$ cat config.mk
export PLATFORM = sky130hd
export DESIGN_NAME = tuning_word_gen
export DESIGN_NICKNAME = d
export VERILOG_FILES = /design/src/rtl/tuning_word_gen.sv
export SDC_FILE = /design/constraint.sdc
export NUM_CORES = 1
export LEC_CHECK = 0
export BUFFER_PORTS_ARGS = -buffer_cell sky130_fd_sc_hd__buf_2
export CORE_MARGIN = 2
export CORE_UTILIZATION = 50
export DETAILED_ROUTE_END_ITERATION = 12
export PLACE_DENSITY = 0.79
export RECOVER_POWER = 25
export SETUP_SLACK_MARGIN = 0.05
export SYNTH_ARGS = -nofsm -noshare
export SYNTH_HDL_FRONTEND = slang
export SYNTH_SLANG_ARGS = --single-unit
$ cat constraint.sdc
create_clock -name clk_in -period 6.45 [get_ports clk_in]
set_input_delay 0.3225 -clock clk_in [delete_from_list [all_inputs] [get_ports clk_in]]
set_output_delay 0.3225 -clock clk_in [all_outputs]
set_load 0.01 [all_outputs]
$ cat src/rtl/tuning_word_gen.sv
// tuning_word_gen
//   Snapshots five scaled frequency contributions, sums them, and converts the
//   total (Hz) to a DDS phase-increment word with a bit-serial shift-add
//   multiply by the fixed-point constant K, then drops FRAC fractional bits.
//   A conversion takes 33 cycles from the start edge to the valid strobe.
//
// Ports
//   clk_in     system clock
//   rst_in     synchronous active-high reset
//   start_in   conversion request, sampled only while idle
//   f0_in..f4_in  frequency contributions in Hz (FREQ_W each)
//   tw_out     tuning word, held between conversions
//   valid_out  one-cycle strobe, tw_out updated on this edge
//   busy_out   conversion in progress
//   ovf_out    last result exceeded ACC_W bits (TW_SAT_EN builds only)
//
// Build option
//   TW_SAT_EN  saturate tw_out to all ones on overflow and report ovf_out;
//              when undefined tw_out wraps modulo 2^ACC_W and ovf_out is 0.

module tuning_word_gen #(
    parameter int unsigned    FREQ_W = 24,
    parameter int unsigned    ACC_W  = 32,
    parameter int unsigned    K_W    = 32,
    parameter int unsigned    FRAC   = 16,
    parameter logic [K_W-1:0] K      = K_W'(5629500)
) (
    input  logic              clk_in,
    input  logic              rst_in,
    input  logic              start_in,
    input  logic [FREQ_W-1:0] f0_in,
    input  logic [FREQ_W-1:0] f1_in,
    input  logic [FREQ_W-1:0] f2_in,
    input  logic [FREQ_W-1:0] f3_in,
    input  logic [FREQ_W-1:0] f4_in,
    output logic [ACC_W-1:0]  tw_out,
    output logic              valid_out,
    output logic              busy_out,
    output logic              ovf_out
);

    localparam int unsigned SUM_W  = FREQ_W + 3;
    localparam int unsigned PROD_W = SUM_W + K_W;
    localparam int unsigned IDX_W  = $clog2(SUM_W);

    localparam logic [PROD_W-1:0] K_EXT    = PROD_W'(K);
    localparam logic [IDX_W-1:0]  SUM_LAST = IDX_W'(4);
    localparam logic [IDX_W-1:0]  MUL_LAST = IDX_W'(SUM_W - 1);

    typedef enum logic [1:0] {
        S_IDLE,
        S_SUM,
        S_MUL,
        S_DONE
    } state_t;

    state_t state, state_nxt;

    logic [FREQ_W-1:0] f_snap [0:4];
    logic [SUM_W-1:0]  sum;
    logic [PROD_W-1:0] prod;
    logic [IDX_W-1:0]  idx;

    // State register
    always_ff @(posedge clk_in) begin
        if (rst_in) begin
            state <= S_IDLE;
        end else begin
            state <= state_nxt;
        end
    end

    // Next-state logic
    always_comb begin
        state_nxt = state;
        case (state)
            S_IDLE: if (start_in)        state_nxt = S_SUM;
            S_SUM:  if (idx == SUM_LAST) state_nxt = S_MUL;
            S_MUL:  if (idx == MUL_LAST) state_nxt = S_DONE;
            S_DONE:                      state_nxt = S_IDLE;
            default:                     state_nxt = S_IDLE;
        endcase
    end

    assign busy_out = (state != S_IDLE);

    // Datapath: snapshot, accumulate, shift-add multiply, result write
    always_ff @(posedge clk_in) begin
        if (rst_in) begin
            for (int unsigned i = 0; i < 5; i++) begin
                f_snap[i] <= '0;
            end
            sum       <= '0;
            prod      <= '0;
            idx       <= '0;
            tw_out    <= '0;
            valid_out <= 1'b0;
`ifdef TW_SAT_EN
            ovf_out   <= 1'b0;
`endif
        end else begin
            valid_out <= 1'b0;
            case (state)
                S_IDLE: begin
                    if (start_in) begin
                        f_snap[0] <= f0_in;
                        f_snap[1] <= f1_in;
                        f_snap[2] <= f2_in;
                        f_snap[3] <= f3_in;
                        f_snap[4] <= f4_in;
                        sum       <= '0;
                        prod      <= '0;
                        idx       <= '0;
                    end
                end
                S_SUM: begin
                    sum <= sum + SUM_W'(f_snap[idx[2:0]]);
                    idx <= (idx == SUM_LAST) ? '0 : idx + 1'b1;
                end
                S_MUL: begin
                    if (sum[idx]) begin
                        prod <= prod + (K_EXT << idx);
                    end
                    idx <= (idx == MUL_LAST) ? '0 : idx + 1'b1;
                end
                S_DONE: begin
                    valid_out <= 1'b1;
`ifdef TW_SAT_EN
                    // Any bit above the ACC_W-wide window after dropping FRAC
                    // means the word does not fit.
                    if (|prod[PROD_W-1:FRAC+ACC_W]) begin
                        tw_out  <= '1;
                        ovf_out <= 1'b1;
                    end else begin
                        tw_out  <= prod[FRAC +: ACC_W];
                        ovf_out <= 1'b0;
                    end
`else
                    tw_out <= prod[FRAC +: ACC_W];
`endif
                end
                default: ;
            endcase
        end
    end

`ifndef TW_SAT_EN
    assign ovf_out = 1'b0;
`endif

endmodule
# --- Yosys cells after proc, flatten, opt, wreduce, memory -nomap -nowiden ---
# Memories as Yosys holds them, arrays and structs flattened. A register that Yosys moved wholly into a read port is not among the register bits.
# Index checks and enable logic that the tools add are counted.
totals:
  regBits: 126
  ram_bits: 120
  inputBits: 123
  out_inout_bits: 35
  wordCells: 64
  memories: 1
mem_list:
  columns: ["memory", "words", "width", "rd", "rd_ports_with_merged_regs", "write_ports", "line_no", "text"]
  rows:
  - ["f_snap", 5, 24, 1, 1, 5, "59", "logic [FREQ_W-1:0] f_snap [0:4];"]
classes:
  addsub: 3
  n_lt_le_gt_ge: 1
  n_eq_ne: 9
  shift: 1
  muxes: 29
  n_bitwise: 5
  n_reduce_logical: 9
op_table:
  columns: ["operator", "count"]
  rows:
  - ["$mux W24", 5]
  - ["$mux W59", 2]
  - ["$pmux W59 S2", 1]
  - ["$add A59 B59 Y59", 1]
  - ["$shl A23 B5 Y59 const A", 1]
  - ["$pmux W27 S2", 1]
  - ["$add A27 B24 Y27", 1]
  - ["$mux W27", 1]
  - ["$mux W5", 3]
  - ["$pmux W5 S3", 1]
  - ["$mux W1", 8]
  - ["$ne A2 B2 Y1 const B", 4]
  - ["$pmux W2 S4", 1]
  - ["$lt A5 B6 Y1 const B", 1]
  - ["$mux W2", 3]
  - ["$mux W3", 2]
  - ["$reduce_and A3 Y1", 2]
  - ["$reduce_bool A2 Y1", 3]
  - ["$add A5 B1 Y5 const B", 1]
  - ["$bmux W1 S5", 1]
  - ["$eq A5 B3 Y1 const B", 1]
  - ["$eq A5 B5 Y1 const B", 1]
  - ["$or A1 B1 Y1", 5]
  - ["$eq A2 B2 Y1 const B", 2]
  - ["other kinds (4)", 5]

# --- Depth between registers and ports, before layout ---
# Gate-level depths: netlist of run 1.
depth:
  word_depth: 5
  ltp_mapped: 19
  ltp_nobuf: 18

# --- Worst setup path before layout of run 1 ---
# OpenSTA, ideal clock, no wires.
synth_timing:
  path_type: "input to register"
  startpoint: "input port rst_in"
  endpoint: "memory f_snap[0][0], enable pin"
  setup_time_ns: 0.500
  arrival_ns: 3.797
  t_required_ns: 5.950
  path_slack_ns: 2.153
  stages: 3
  n_path_buf: 2
  path_cell_list: "clkbuf_1 -> buf_1 -> nand2b_1"
synth_rtl:
  columns: ["element", "line_no", "text"]
  rows:
  - ["start, declared", "29", "input logic rst_in,"]
  - ["end, declared", "59", null]

# --- Worst setup path after layout of run 1 ---
layout_timing:
  startpoint: "register idx[1]"
  endpoint: "register prod[40]"
layout_between:
  elab_chain_len: 4
  elab_cells_between_ends: 8
  cone_classes: "add/sub (1); eq/ne (1); shift (1); mux (4); reduce/logical (1)"
layout_rtl:
  columns: ["element", "line_no", "text"]
  rows:
  - ["start, declared", "62", "logic [IDX_W-1:0] idx;"]
  - ["start signal, assigned", "118", "idx <= (idx == SUM_LAST) ? '0 : idx + 1'b1;"]
  - ["start signal, assigned", "124", "idx <= (idx == MUL_LAST) ? '0 : idx + 1'b1;"]
  - ["$shl A23 B5 Y59 or $bmux W1 S5 (tied branches)", "122, 121", null]
  - ["$add A59 B59 Y59 or $mux W1 (tied branches)", "122, 121", null]
  - ["$mux W59 or $ne A2 B2 Y1 (tied branches)", null, null]
  - ["$pmux W59 S2 or $reduce_and A3 Y1 (tied branches)", null, null]
  - ["end signal, assigned", "122", "prod <= prod + (K_EXT << idx);"]
  - ["end, declared", "61", "logic [PROD_W-1:0] prod;"]
# Parallel ways exist; a longest one is shown, timed or not. The select of a mux whose other input is x is not followed.
# A chain may end at the register's enable or synchronous reset.

==> results of run 1 <==
[registers in the layout, summed over array words and instances (netlist names), named ones only]
signal     count
sum           27
f_snap       120
idx            5
tw_out        32
state          2
prod          46
valid_out      1
[report_power, final]
part	switching, W	total (W)	internal (W)
clock network	0.000584	0.00137	0.000789
logic	0.000815	0.00136	0.000540
registers	0.000113	0.00198	0.00187
total	0.00151	0.00471	0.00320
[how the worst max path moves through the flow]
stage / endpoint / depth (start not counted) / start
after floorplan: f_snap[0][0] / 3 / rst_in
after global placement: prod[40] / 17 / idx[1]
after detailed placement: prod[40] / 17 / idx[1]
after CTS: prod[40] / 17 / idx[1]
after global routing: prod[35] / 17 / idx[1]
final: prod[40] / 17 / idx[1]
[cell type report]
type / count / area, um^2 / share of cell area (%)
Clock buffer: 31 / 648.1 / 4.124
Clock inverter: 14 / 120.1 / 0.7642
Inverter: 31 / 116.4 / 0.7403
Multi-Input combinational cell: 1075 / 7582 / 48.24
Sequential cell: 236 / 5927 / 37.71
Tap cell: 378 / 473.0 / 3.009
Timing Repair Buffer: 171 / 850.8 / 5.413
[cells by family (layout without fill, tap and decap cells)]
| group | Yosys count | after routing | share of synthesized area [%] |
|---|---|---|---|
| compound gates | 334 | 334 | 15.38 |
| simple gates | 495 | 495 | 17.30 |
| other cells | 1 | 1 | 0.02691 |
| mux | 99 | 99 | 10.04 |
| xor+xnor | 61 | 61 | 3.833 |
| buf+inv | 110 | 247 | 3.169 |
| fa+ha+maj | 85 | 85 | 7.739 |
| flops | 236 | 236 | 42.52 |
[cell usage in the layout, fill, tap and decap left out, drive strengths merged, types with 23 or more instances in the layout]
| master | instances |
|---|---|
| nor2 | 145 |
| buf | 137 |
| and2 | 128 |
| edfxtp | 120 |
| dfxtp | 116 |
| nand2 | 112 |
| a21oi | 105 |
| ha | 83 |
| o21ai | 78 |
| clkbuf | 65 |
| mux2i | 43 |
| nand3 | 41 |
| xnor2 | 38 |
| mux4 | 30 |
| inv | 30 |
| a21o | 27 |
| mux2 | 26 |
| xor2 | 23 |
[metal layers]
metal,part of all wire [%],up-vias,global-route usage [%]
met5,0,-,0
met4,2.2,0,5.969
met3,5.6,56,3.169
met2,49,358,39.89
met1,44,5119,28.34
li1,-,5396,-
[stage by stage]
stage | hold WS [ns] | utilization [%] | setup WS [ns] | instance area [um^2] | instances
finish | 0.07110 | 56.89 | 1.730 | 15720 | 1936
global route | 0.06441 | 56.89 | 1.354 | 15720 | 1936
CTS | 0.05661 | 57.08 | 1.793 | 15770 | 1936
detailed placement | 0.4503 | 54.30 | 1.836 | 15000 | 1891
global placement | 0.4422 | 54.30 | 1.843 | 15000 | 1891
floorplan | 0.4362 | - | 2.153 | 13940 | 1421
==> reports/qor.txt, run 1 <==
status = complete, but fails checks
failing checks = max-capacitance violations, max-slew violations
Longest Clk Path Bufs = 3
Critical Path, Cell by Cell = inv_1 > ha_1 > nor2_1 > nor3_1 > a31oi_1 > o21ai_0 > ha_1 > a21oi_1 > o21ai_0 > a32oi_1 > a21oi_1 > and3_1 > o21ai_2 > a21boi_1 > o21a_1 > or3_1 > a32o_1
Rows = 61
DP HPWL = 24.39 mm
gpl congestion = 0.9583
Startpoint Class = flip-flop
1st-pass router iterations = 5
Global Route Usage Sum = 22.33%
Core ar. = 27630 um^2
fill count = 2452
Seq/Total Area, Yosys = 42.52%
Mean Syn Cell Area = 9.808 um^2
top cells by count, synth = nor2_1, and2_1, edfxtp_1, dfxtp_1, nand2_1
initial antenna violation count = 0
area leader, netlist = edfxtp_1
n_diodes = 0
Worst Path Required = 6.86 ns
TritonCTS clock tree = built
Mapped Nets = 1629
Root Buffer Master = clkbuf_16
Buf+Inv Stages, Crit Path = 1
worst clock skew = 0.009666 ns
hold crit path type = input port to flip-flop
number of buffers added on ports = 156
# H-tree levels = 1
R2R depth = 17
Sink Count = 236
Initial Utilization = 50.44%
Slew HR = -38.78%
Arr. time, crit path = 5.13 ns
GR Overflow Total = 0
total CTS buffers = 25
LEAKAGE = 6.334 nW
Max Fanout on Critical Path = 15
TNS Setup = 0 ns
Worst setup EP type = flip-flop
Post-CTS Setup Bufs = 0
worst hold start = f1_in[15]
CTS clk-pin slew, worst paths = 0.06 ns
PD cells = 299.5 nW/um^2
share of the synthesized area in the top cell type = 25.86%
synth unique cells = 76
IO Pins = 158
final-report hold violation count = 0
overall power = 0.004708 W
final setup violation count = 0
number of synthesized flops with an enable pin = 120
Total Wirelength = 32.90 mm
RSZ-0062 raised after global routing = no
Wirelength per Cell = 16.99 um
post-layout min period = 4.721 ns
flop and latch count out of synthesis = 236
post-cts resize count = 0
ys flop type = edfxtp_1
first-pass GRT wire length = 52.66 mm
kind of critical path = flip-flop to flip-flop
fmax = 0.2118 GHz
Yosys Warn Count = 0
Async SR Flop Fraction = 0%
hold_buf cts = 0
largest net degree at the start of global routing = 121
worst hold stages = 2
Clk Latency, worst-skew pair = 0.52 ns
max incr delay on CP = 0.70 ns
R2R setup slack = 1.73 ns
Slew Viols, Final = 80
full die area = 29230 um^2
DRT iter0 DRCs = 734
Worst R2R End = prod[40]
Reg-to-Reg Start = idx[1]
crit-path leading delay family = compound AO/OA/AOI/OAI gates
vias in the first global route = 10601
residual DRC count = 0
max-cap violations = 2
# nets final = 1748
vias per inst = 5.645
Layout area overhead = 12.78%
ratio of cells with drive above 1 in the final layout = 15.40%
CP max stage cell = dfxtp_1
Gate Count Post-Synth = 1421
synthesized cell area = 13940 um^2
period utilization = 73.19%
Synth area leaders = edfxtp_1, dfxtp_1, ha_1
Slew @ Worst Pin = 2.082 ns
die height = 171.0 um
most frequent cell after synthesis = nor2_1
DRT antenna net count = 0
Die Wd = 171.0 um
Max IR drop VDD = 0.0002449 V
Endpoint, Worst Hold = f_snap[1][15]
DR vias = 10929
(Power assumes the default switching activity.)
==> run 2: changes to the inputs <==
==> constraint.sdc (replaced) <==
create_clock -name clk_in -period 4.8 [get_ports clk_in]
set_input_delay 0.24 -clock clk_in [delete_from_list [all_inputs] [get_ports clk_in]]
set_output_delay 0.24 -clock clk_in [all_outputs]
set_load 0.01 [all_outputs]
==> run 2 against run 1 <==
  * The flow still finishes with violations (max-capacitance violations, max-slew violations)
  * Fmax rose by 11%
  * Cell count rose by 5.4%
  * Sequential cell count did not move
  * Core utilization rose by 3.9 points
  * Largest power group unchanged
==> reports/qor.txt, run 2 (synthesis gave the netlist of run 1 again) <==
sequential power share = 40.9%
Root Buffer Master = clkbuf_16
Switching Share = 33.18%
number of buffers added on ports = 156
worst hold stages = 2
Max Fanout on Critical Path = 14
total CTS buffers = 25
worst clock skew = 0.01267 ns
hold crit path type = input port to flip-flop
Critical Path, Cell by Cell = mux4_2 > mux2_2 > ha_1 > inv_1 > fa_1 > nor2b_1 > o21ai_1 > a21boi_1 > o21ai_0 > a21oi_1 > o221ai_1 > o211ai_1 > a31oi_1 > or3_1 > a21oi_1
Sink Count = 236
DRT antenna net count = 0
Multi-input gate area = 7582 um^2
status = complete, but fails checks
hold_buf cts = 100
Top cell by count, worst path = a21oi_1
Largest register FFs = 120
# H-tree levels = 1
PD cells = 388.6 nW/um^2
max-cap violations = 2
most common cell after layout, fill and taps aside = nor2_1
post-cts resize count = 0
IO Pins = 158
CP max stage cell = dfxtp_1
Top reg by flops = f_snap
most frequent cells in the layout = nor2_1, and2_1, buf_2
final-report hold violation count = 0
Pint = 0.004361 W
Slew Viols, Final = 100
Buf+Inv Stages, Crit Path = 1
Max IR drop VDD = 0.0002935 V
TritonCTS clock tree = built
post-layout min period = 4.272 ns
Wirelength per Cell = 18.70 um
R2R setup slack = 0.53 ns
Global Route Usage Sum = 25.64%
max incr delay on CP = 0.76 ns
LEAKAGE = 6.798 nW
ratio of cells with drive above 1 in the final layout = 15.04%
fill count = 2199
Endpoint, Worst Hold = f_snap[2][20]
Initial Utilization = 50.44%
Worst setup EP type = flip-flop
final setup violation count = 0
clock power share = 29.2%
GR Overflow Total = 0
Worst Path Required = 5.27 ns
initial antenna violation count = 0
Core ar. = 27630 um^2
Startpoint Class = flip-flop
DP HPWL = 24.25 mm
failing checks = max-capacitance violations, max-slew violations
R2R depth = 15
Slew @ Worst Pin = 2.883 ns
Sequential Area = 5927 um^2
largest net degree at the start of global routing = 78
Largest regs = f_snap: 120 flops, prod: 46 flops, tw_out: 32 flops
full die area = 29230 um^2
Clk Latency, worst-skew pair = 0.55 ns
Worst R2R End = sum[26]
Slew HR = -92.17%
die height = 171.0 um
Arr. time, crit path = 4.74 ns
Layout area overhead = 20.49%
DR vias = 11749
n_diodes = 0
vias per inst = 5.759
TNS Setup = 0 ns
fmax = 0.2341 GHz
residual DRC count = 0
Post-CTS Setup Bufs = 0
first-pass GRT wire length = 59.72 mm
DRT iter0 DRCs = 1116
Rows = 61
vias in the first global route = 11547
Longest Clk Path Bufs = 3
period utilization = 88.99%
gpl congestion = 1.008
combinational share of power = 29.9%
1st-pass router iterations = 5
kind of critical path = flip-flop to flip-flop
crit-path leading delay family = compound AO/OA/AOI/OAI gates
Total Wirelength = 38.14 mm
P_sw = 0.002165 W
overall power = 0.006526 W
# nets final = 1854
CTS clk-pin slew, worst paths = 0.06 ns
Die Wd = 171.0 um
RSZ-0062 raised after global routing = no
worst hold start = f2_in[20]
==> run 2: cell types whose count changed in the layout (fill, tap and decap cells not counted), moves of 2 or more <==
cell,delta
clkbuf_8,+3
clkbuf_1,-4
dlygate4sd3_1,+100
clkinv_1,-2
clkinvlp_4,-2
buf_4,+5
clkinvlp_2,+2
==> run 2: per-stage QoR <==
| stage | utilization [%] | hold WS [ns] | worst slack (ns) | area [um^2] | cells |
|---|---|---|---|---|---|
| floorplan | - | 0.4362 | 0.5855 | 13940 | 1421 |
| global placement | 54.51 | 0.4450 | 0.6820 | 15060 | 1897 |
| detailed placement | 54.51 | 0.4510 | 0.5946 | 15060 | 1897 |
| CTS | 60.97 | 0.0009520 | 0.5763 | 16840 | 2040 |
| global route | 60.78 | 0.002341 | 0.1839 | 16790 | 2040 |
| finish | 60.78 | 0.003118 | 0.5284 | 16790 | 2040 |
==> run 2: area by class of cell <==
class,count,area share [%]
Timing Repair Buffer,277,11.37
Clock inverter,13,0.6557
Clock buffer,30,4.016
Sequential cell,236,35.30
Multi-Input combinational cell,1075,45.15
Inverter,31,0.6929
Tap cell,378,2.816
==> run 2: routing by layer <==
metal	routed length [um]	vias up	track usage, %
met5	0	-	0
met4	1386	0	9.064
met3	2537	102	3.794
met2	18840	550	46.10
met1	15380	5508	31.29
li1	-	5589	-
==> run 2: power by group through the flow <==
stage               sequential (W)  clock (W)  combinational [W]
global placement           0.00267          0            0.00180
floorplan                  0.00264          0            0.00140
detailed placement         0.00269          0            0.00184
global route               0.00270    0.00199            0.00213
finish                     0.00267    0.00190            0.00195
CTS                        0.00265    0.00190            0.00191
==> run 2: how the worst max path moves through the flow <==
stage	from	to	slack (ns)	cells past startpoint
after global routing	flip-flop	sum[26]	0.18	15
after CTS	flip-flop	sum[23]	0.58	14
final	flip-flop	sum[26]	0.53	15
after detailed placement	flip-flop	sum[23]	0.59	14
after global placement	flip-flop	sum[26]	0.68	15
after floorplan	rst_in	f_snap[0][0]	0.59	3
==> run 3: changes to the inputs <==
--- a/config.mk
+++ b/config.mk
@@ -6,10 +6,9 @@
 export NUM_CORES = 1
 export LEC_CHECK = 0
 export BUFFER_PORTS_ARGS = -buffer_cell sky130_fd_sc_hd__buf_2
-export CORE_MARGIN = 2
-export CORE_UTILIZATION = 50
+export CORE_UTILIZATION = 25
 export DETAILED_ROUTE_END_ITERATION = 12
-export PLACE_DENSITY = 0.79
+export PLACE_DENSITY = 0.5
 export RECOVER_POWER = 25
 export SETUP_SLACK_MARGIN = 0.05
 export SYNTH_ARGS = -nofsm -noshare
==> run 3 against run 2 <==
  * The run still ends with max-capacitance violations, max-slew violations left
  * Non-clock buffer count rose by 23
  * Global-route usage shrank 12 points
  * Core utilization fell by 29 points
  * Worst setup slack worse by 0.11 ns
  * Clock skew increased by 0.027 ns
  * Critical path depth stayed put
  * Wire length is 1.7% higher
  * Count of clock-buffer cells in the layout rose by 3
  * Largest cell class unchanged
==> reports/qor.txt, run 3 (synthesis gave the netlist of run 1 again) <==
ratio of cells with drive above 1 in the final layout = 15.58%
Total Wirelength = 38.79 mm
Sink Count = 236
Worst R2R End = prod[45]
Multi-input gate area = 7587 um^2
max-cap violations = 1
R2R setup slack = 0.42 ns
most frequent cells in the layout = nor2_1, and2_1, buf_2
Max IR drop VDD = 0.0003141 V
Clk Latency, worst-skew pair = 0.60 ns
CP startpoint = idx[0]
Slew Viols, Final = 76
total CTS buffers = 28
LEAKAGE = 6.990 nW
status = complete, but fails checks
Wirelength per Cell = 15.88 um
Rows = 86
first-pass GRT wire length = 62.04 mm
DR vias = 11295
Die Wd = 238.1 um
Post-CTS Setup Bufs = 0
Top reg by flops = f_snap
post-layout min period = 4.381 ns
die height = 238.1 um
RSZ-0062 raised after global routing = no
Layout area overhead = 27.00%
final-report hold violation count = 0
Reg-to-Reg Start = idx[0]
CTS clk-pin slew, worst paths = 0.06 ns
Global Route Usage Sum = 13.58%
kind of critical path = flip-flop to flip-flop
number of buffers added on ports = 156
Largest regs = f_snap: 120 flops, prod: 46 flops, tw_out: 32 flops
Sequential Area = 5927 um^2
residual DRC count = 0
TritonCTS clock tree = built
Startpoint Class = flip-flop
# nets final = 1880
Arr. time, crit path = 4.84 ns
GR Overflow Total = 0
hold crit path type = input port to flip-flop
initial antenna violation count = 2
fmax = 0.2282 GHz
PD cells = 389.9 nW/um^2
Largest register FFs = 120
pre-CTS setup slack = 0.3615 ns
most common cell after layout, fill and taps aside = nor2_1
Worst setup EP type = flip-flop
Core ar. = 55090 um^2
1st-pass router iterations = 5
R2R depth = 15
vias per inst = 4.623
worst clock skew = 0.04013 ns
Root Buffer Master = clkbuf_16
Initial Utilization = 25.30%
overall power = 0.006901 W
failing checks = max-capacitance violations, max-slew violations
full die area = 56700 um^2
CP Capture Point = prod[45]
Slew HR = -127.4%
# H-tree levels = 1
fill count = 5688
period utilization = 91.28%
largest net degree at the start of global routing = 121
IO Pins = 158
TNS Setup = 0 ns
gpl congestion = 0.9116
DRT iter0 DRCs = 821
Longest Clk Path Bufs = 3
Slew @ Worst Pin = 3.411 ns
DRT antenna net count = 0
Max Fanout on Critical Path = 9
DP HPWL = 28.08 mm
Worst Path Required = 5.26 ns
final worst setup slack = 0.4187 ns
final setup violation count = 0
vias in the first global route = 11376
[run 3: worst max-delay path, stage by stage, from the launching register on]
cell and delay (ns):
dfxtp_1 0.48, inv_1 0.11, buf_4 0.18, ha_1 0.27
o21a_1 0.26, nor2_1 0.15, ha_1 0.29, nor2b_1 0.16
o311ai_1 0.72, a21oi_1 0.25, a21oi_1 0.37, o21a_1 0.25
a31oi_1 0.16, a221o_1 0.40, xnor2_1 0.15, o21ai_1 0.07
[run 3: what timing repair did]
| item | CTS | global route |
|---|---|---|
| hold buffers | 120 | 0 |
| hold endpoints to repair | 120 | 0 |
| endpoints found under the setup margin | 0 | 1 |
| gates resized for setup | 0 | 1 |
[run 3: through the flow]
step / instance area [um^2] / utilization [%] / instances / hold slack [ns]
after floorplan: 13940 / - / 1421 / 0.4362
after global placement: 15540 / 28.22 / 2270 / 0.4439
after detailed placement: 15540 / 28.22 / 2270 / 0.4503
after CTS: 17750 / 32.22 / 2442 / 0.2080
after global routing: 17700 / 32.12 / 2442 / 0.2273
final: 17700 / 32.13 / 2443 / 0.2268
[run 3: metal layers]
layer  GRT usage, %  vias up  share of wire, %
met4          3.108        2               2.1
met3          2.360       61               4.8
met1          18.17     5286                47
met2          22.74      291                47
met5              0        -             0.026
li1               -     5655                 -
[run 3: how the worst min path moves through the flow]
| stage | slack [ns] | endpoint | start | cells past startpoint |
|---|---|---|---|---|
| finish | 0.23 | sum[1] | rst_in | 2 |
| global route | 0.23 | sum[7] | rst_in | 2 |
| CTS | 0.21 | sum[1] | rst_in | 2 |
| detailed placement | 0.45 | prod[15] | prod[15] | 2 |
| global placement | 0.44 | prod[15] | prod[15] | 2 |
| floorplan | 0.44 | prod[10] | prod[10] | 2 |
[run 3: report_power, final]
| group | switching (W) | total, W | internal (W) | leakage (nW) |
|---|---|---|---|---|
| combinational | 0.00117 | 0.00197 | 0.000801 | 4.28 |
| sequential | 0.000131 | 0.00264 | 0.00251 | 2.23 |
| clock | 0.000924 | 0.00229 | 0.00136 | 0.476 |
[run 3: area by class of cell]
cell class | count | area share, %
repair buffers | 300 | 12.02
diodes | 1 | 0.01414
flip-flops and latches | 236 | 33.49
clock inverters | 19 | 1.315
inverters | 31 | 0.6574
well taps | 748 | 5.288
multi-input cells | 1075 | 42.87
clock buffers | 33 | 4.348
